$ cat config.mk
export PLATFORM = sky130hd
export DESIGN_NAME = fifo_flow_ctrl
export DESIGN_NICKNAME = d
export VERILOG_FILES = /design/src/rtl/fifo_flow_ctrl.sv
export SDC_FILE = /design/constraint.sdc
export NUM_CORES = 1
export LEC_CHECK = 0
export ABC_CLOCK_PERIOD_IN_PS = 2000
export CORE_ASPECT_RATIO = 0.6
export CORE_MARGIN = 1
export CORE_UTILIZATION = 23
export DETAILED_ROUTE_END_ITERATION = 16
export GPL_TIMING_DRIVEN = 0
export SLEW_MARGIN = 5
export SYNTH_ARGS = -nofsm -noshare
export SYNTH_HDL_FRONTEND = slang
export SYNTH_SLANG_ARGS = --single-unit
$ cat constraint.sdc
create_clock -name clk -period 2 [get_ports clk]
set_input_delay 0.4 -clock clk [delete_from_list [all_inputs] [get_ports clk]]
set_output_delay 0.4 -clock clk [all_outputs]
set_load 0.005 [all_outputs]
$ cat src/rtl/fifo_flow_ctrl.sv
// Synchronous FIFO with programmable almost-empty/almost-full thresholds,
// pause back-pressure and a sticky overflow/underflow error flag.
// UMBRAL_WIDTH must equal ADDR_WIDTH.
module fifo_flow_ctrl #(
  parameter int unsigned DATA_WIDTH   = 6,
  parameter int unsigned ADDR_WIDTH   = 2,
  parameter int unsigned UMBRAL_WIDTH = 2
) (
  input  logic                    clk,
  input  logic                    reset,
  input  logic                    init,
  input  logic [UMBRAL_WIDTH-1:0] umbral_almost_empty,
  input  logic [UMBRAL_WIDTH-1:0] umbral_almost_full,
  input  logic                    push,
  input  logic [DATA_WIDTH-1:0]   data_in,
  input  logic                    pop,
  output logic [DATA_WIDTH-1:0]   data_out,
  output logic                    valid_out,
  output logic                    fifo_full,
  output logic                    fifo_empty,
  output logic                    almost_full,
  output logic                    almost_empty,
  output logic                    pause,
  output logic                    fifo_error,
  output logic [ADDR_WIDTH:0]     occupancy
);

  localparam int unsigned DEPTH = 1 << ADDR_WIDTH;
  localparam int unsigned OCC_W = ADDR_WIDTH + 1;

  logic [DATA_WIDTH-1:0]   mem [DEPTH];
  logic [ADDR_WIDTH-1:0]   wr_ptr;
  logic [ADDR_WIDTH-1:0]   rd_ptr;
  logic [UMBRAL_WIDTH-1:0] ae_thr;
  logic [UMBRAL_WIDTH-1:0] af_thr;

  logic                    pop_acc;
  logic                    push_acc;
  logic                    overflow;
  logic                    underflow;
  logic [OCC_W-1:0]        occ_nxt;
  logic [UMBRAL_WIDTH-1:0] ae_nxt;
  logic [UMBRAL_WIDTH-1:0] af_nxt;

  // Acceptance and error qualification; a pop frees the slot a full-FIFO push needs
  always_comb begin
    pop_acc   = pop & ~fifo_empty;
    push_acc  = push & (~fifo_full | pop_acc);
    overflow  = push & fifo_full & ~pop_acc;
    underflow = pop & fifo_empty;
  end

  // Next occupancy and thresholds, so the flags can be registered yet track them
  always_comb begin
    occ_nxt = occupancy;
    ae_nxt  = ae_thr;
    af_nxt  = af_thr;
    if (init) begin
      occ_nxt = '0;
      ae_nxt  = umbral_almost_empty;
      af_nxt  = umbral_almost_full;
    end else if (push_acc && !pop_acc) begin
      occ_nxt = occupancy + OCC_W'(1);
    end else if (pop_acc && !push_acc) begin
      occ_nxt = occupancy - OCC_W'(1);
    end
  end

  // Storage array; contents are don't-care after reset so it carries no reset
  always_ff @(posedge clk) begin
    if (reset && !init && push_acc) begin
      mem[wr_ptr] <= data_in;
    end
  end

  // Pointers, occupancy, read port and sticky error
  always_ff @(posedge clk) begin
    if (!reset) begin
      wr_ptr     <= '0;
      rd_ptr     <= '0;
      occupancy  <= '0;
      data_out   <= '0;
      valid_out  <= 1'b0;
      fifo_error <= 1'b0;
      ae_thr     <= UMBRAL_WIDTH'(1);
      af_thr     <= UMBRAL_WIDTH'(DEPTH - 1);
    end else if (init) begin
      wr_ptr     <= '0;
      rd_ptr     <= '0;
      occupancy  <= '0;
      valid_out  <= 1'b0;
      fifo_error <= 1'b0;
      ae_thr     <= umbral_almost_empty;
      af_thr     <= umbral_almost_full;
    end else begin
      occupancy <= occ_nxt;
      valid_out <= pop_acc;
      if (push_acc) begin
        wr_ptr <= wr_ptr + ADDR_WIDTH'(1);
      end
      if (pop_acc) begin
        data_out <= mem[rd_ptr];
        rd_ptr   <= rd_ptr + ADDR_WIDTH'(1);
      end
      if (overflow || underflow) begin
        fifo_error <= 1'b1;
      end
    end
  end

  // Status flags registered from next occupancy/thresholds (same timing as decoding the counter)
  always_ff @(posedge clk) begin
    if (!reset) begin
      fifo_full    <= 1'b0;
      fifo_empty   <= 1'b1;
      almost_full  <= 1'b0;
      almost_empty <= 1'b1;
      pause        <= 1'b0;
    end else begin
      fifo_full    <= (occ_nxt == OCC_W'(DEPTH));
      fifo_empty   <= (occ_nxt == '0);
      almost_full  <= (occ_nxt >= OCC_W'(af_nxt));
      almost_empty <= (occ_nxt <= OCC_W'(ae_nxt));
      pause        <= (occ_nxt >= OCC_W'(af_nxt));
    end
  end

endmodule

==> results.sh <==
export IMPL_status="finished, final reports clean"
export IMPL_worst_slew_pin_transition_ps=465
export IMPL_finalMaxSlewViolations=0
export IMPL_rr_endpoint="pause"
export IMPL_routed_via_count=1222
export IMPL_asyncSetResetFlopFracSynth=0
export IMPL_grt_overflow_total=0
export IMPL_grt_setup_unrepaired="false"
export IMPL_clock_tree_root_cell="clkbuf_16"
export IMPL_yosysTopAreaCellShare=0.357
export IMPL_timing_final_setup_violations=0
export IMPL_design_portCount=31
export IMPL_synthMuxAreaShare=0.113
export IMPL_timing_hold_worst_path_depth=2
export IMPL_postLayoutCoreUtil=0.315
export IMPL_r2r_start="fifo_full"
export IMPL_dpl_wire_length_um=2750
export IMPL_cts_hold_fix_buffers=0
export IMPL_max_cap_violations=0
export IMPL_io_buffer_count=29
export IMPL_grt_pass1_vias=1197
export IMPL_synth_yosys_warnings=0
export IMPL_final_net_count=222
export IMPL_synthSimpleGateAreaFrac=0.110
export IMPL_clk_latency_ps=290
export IMPL_synth_compound_area_share=0.0750
export IMPL_final_min_period_over_clock_period=0.952
export IMPL_synth_top_cells_by_count="24 x edfxtp_1, 23 x dfxtp_1, 14 x nand2_1, 14 x nor2_1, 11 x a21oi_1"
export IMPL_synth_cells=156
export IMPL_synth_top_family_by_area="multiplexers"
export IMPL_clock_tree_buffer_depth=2
export IMPL_maxClockFrequency_ghz=0.525
export IMPL_synth_most_common_cell="edfxtp_1"
export IMPL_yosys_area_share_adder=0.0620
export IMPL_worst_setup_path_type="register to register"
export IMPL_synth_top_cell_by_area="edfxtp_1"
export IMPL_routed_wirelength_um=3800
export IMPL_cts_tree="yes"
export IMPL_worstHoldStart="data_out[4]"
export IMPL_place_gp_congestion=0.715
export IMPL_synth_flop_cell="edfxtp_1"
export IMPL_dieWidth_um=123
export IMPL_worst_endpoint_required_ps=2160
export IMPL_slew_limit_headroom=0.690
export IMPL_dr_first_iter_drc_count=51
export IMPL_grt_antenna_before_repair=0
export IMPL_timing_reg2reg_worst_path_depth=8
export IMPL_data_arrival_time_at_the_worst_slack_endpoint_ps=2060
export IMPL_worstHoldPathType="register to register"
export IMPL_synth_xor_xnor_area_share=0.0130
export IMPL_critical_path_endpoint_type="register"
export IMPL_synth_nets=181
export IMPL_worst_r2r_setup_slack_ps=100
export IMPL_final_setup_tns_ps=0
export IMPL_initial_utilization=0.237
export IMPL_fin_crit_ps=1900
export IMPL_timing_hold_violations_final=0
export IMPL_pwr_density_cell_nw_per_um2=833
export IMPL_post_route_drc_count=0
export IMPL_cts_max_level=2
export IMPL_post_drt_via_cell_ratio=3.94
export IMPL_vert_die_dim_um=74.6
export IMPL_worstPathMaxFanout=4
export IMPL_design_power_total_mw=2.24
export IMPL_rows=26
export IMPL_final_setup_skew_ps=8.20
export IMPL_syn_mean_instance_area_um2=12.9
export IMPL_antennaDiodeCount=0
export IMPL_avgRoutedWirePerCell_um=12.3
export IMPL_largest_net_degree_at_the_start_of_global_routing=17
export IMPL_synth_enable_flop_cells=24
export IMPL_core_area_um2=8520
export IMPL_leakage_nw=0.987
export IMPL_clk_transition_reported_paths_ps=70
export IMPL_irDropWorstVdd_uv=498
export IMPL_aggregate_global_route_resource_usage=0.0903
export IMPL_synth_area_top_cells="edfxtp_1 36%, dfxtp_1 23%, mux4_2 6.7%, ha_1 6.2%, a21oi_1 2.7%"
export IMPL_drt_pass1_iterations=3
export IMPL_mappedNetlistArea_um2=2020
export IMPL_tritoncts_num_sinks=47
export IMPL_synth_ff_latch_count=47
export IMPL_crit_path_start_kind="register"
export IMPL_detail_route_antenna_nets=0
export IMPL_layout_area_overhead_vs_synth_pct=32.8
export IMPL_wire_length_of_the_first_global_routing_pass_um=5960
export IMPL_die_area_um2=9170
export IMPL_fin_worst_hold_slack_ps=453
export IMPL_synth_yosys_seq_area_share=0.585
export IMPL_numCtsBuffers=5
export IMPL_yosys_cell_types_count=31
export IMPL_hold_end="data_out[4]"
export IMPL_drive_above_1_share=0.247
[metal layers]
layer | track usage | routed length [um] | share of wire
met1 | 0.123 | 2040 | 0.54
met2 | 0.128 | 1510 | 0.40
met3 | 0.0337 | 201 | 0.053
met4 | 0.0402 | 46 | 0.012
met5 | 0 | 0 | 0
[cells in the final DEF, fill, tap and decap left out, drive strengths merged, types with 4 or more instances in the layout]
| cell type | netlist | routed |
|---|---|---|
| clkdlybuf4s50 | 0 | 27 |
| dfxtp | 23 | 23 |
| nor2 | 14 | 14 |
| and3 | 5 | 5 |
| a21oi | 11 | 11 |
| mux2i | 4 | 4 |
| ha | 10 | 10 |
| nand2 | 14 | 14 |
| edfxtp | 24 | 24 |
| nand2b | 5 | 5 |
| clkbuf | 4 | 9 |
| mux2 | 4 | 4 |
| inv | 11 | 12 |
| mux4 | 6 | 6 |
| buf | 4 | 9 |
[cells by family (layout without fill, tap and decap cells)]
logic type / Yosys count / in the layout
AO/OA/AOI/OAI: 19 / 19
XOR/XNOR: 3 / 3
adder cells (fa/ha/maj): 10 / 10
buffers and inverters: 19 / 61
flip-flops: 47 / 47
multiplexers: 14 / 14
AND/OR/NAND/NOR: 44 / 44
[critical path, cell delays in order (launching register included)]
cell,delay (ps)
dfxtp_4,370
and2b_2,220
mux2_4,260
mux2_4,330
inv_1,70
ha_1,220
nand2b_4,140
a21oi_2,110
o21bai_1,70
[flip-flops by register name, summed over array words and instances (netlist names)]
name          flops
pause             1
wr_ptr            2
rd_ptr            2
fifo_error        1
data_out          6
almost_empty      1
fifo_empty        1
mem              24
valid_out         1
ae_thr            2
fifo_full         1
af_thr            2
occupancy         3
[area by class of cell]
type / instances / area (um^2)
sequential: 47 / 1190
tap: 112 / 140
multi-input combinational: 90 / 773
clock buffer: 5 / 125
buffer: 7 / 32.5
fill: 881 / 5840
clock inverter: 3 / 46.3
inverter: 11 / 41.3
timing repair buffer: 35 / 335
[per-stage QoR]
step / instance area (um^2) / instances / setup WS (ps)
6_report: 2680 / 310 / 96.0
5_1_grt: 2680 / 310 / 12.6
4_1_cts: 2630 / 306 / 3.76
3_5_place_dp: 2450 / 297 / -562
3_3_place_gp: 2450 / 297 / -558
2_1_floorplan: 2020 / 156 / 81.8
[power breakdown]
part	internal, mW	leakage [nW]	switching (mW)
sequential	1.04	0.406	0.0130
clock	0.594	0.0804	0.361
combinational	0.131	0.500	0.0988
total	1.76	0.987	0.473
[how the worst max path moves through the flow]
| stage | start | endpoint | slack, ps | depth (start not counted) |
|---|---|---|---|---|
| floorplan | fifo_empty | pause | 80 | 9 |
| global placement | pop | pause | -560 | 10 |
| detailed placement | pop | pause | -560 | 10 |
| CTS | fifo_empty | pause | 4 | 9 |
| global route | fifo_full | pause | 10 | 8 |
| finish | fifo_full | pause | 100 | 8 |
[what timing repair did]
action                     CTS  global route
setup endpoints to repair   26            26
gates cloned                 0             0
pin swaps                    1             0
buffers inserted             1             5
resized for setup            7            10
(Power assumes the default switching activity.)
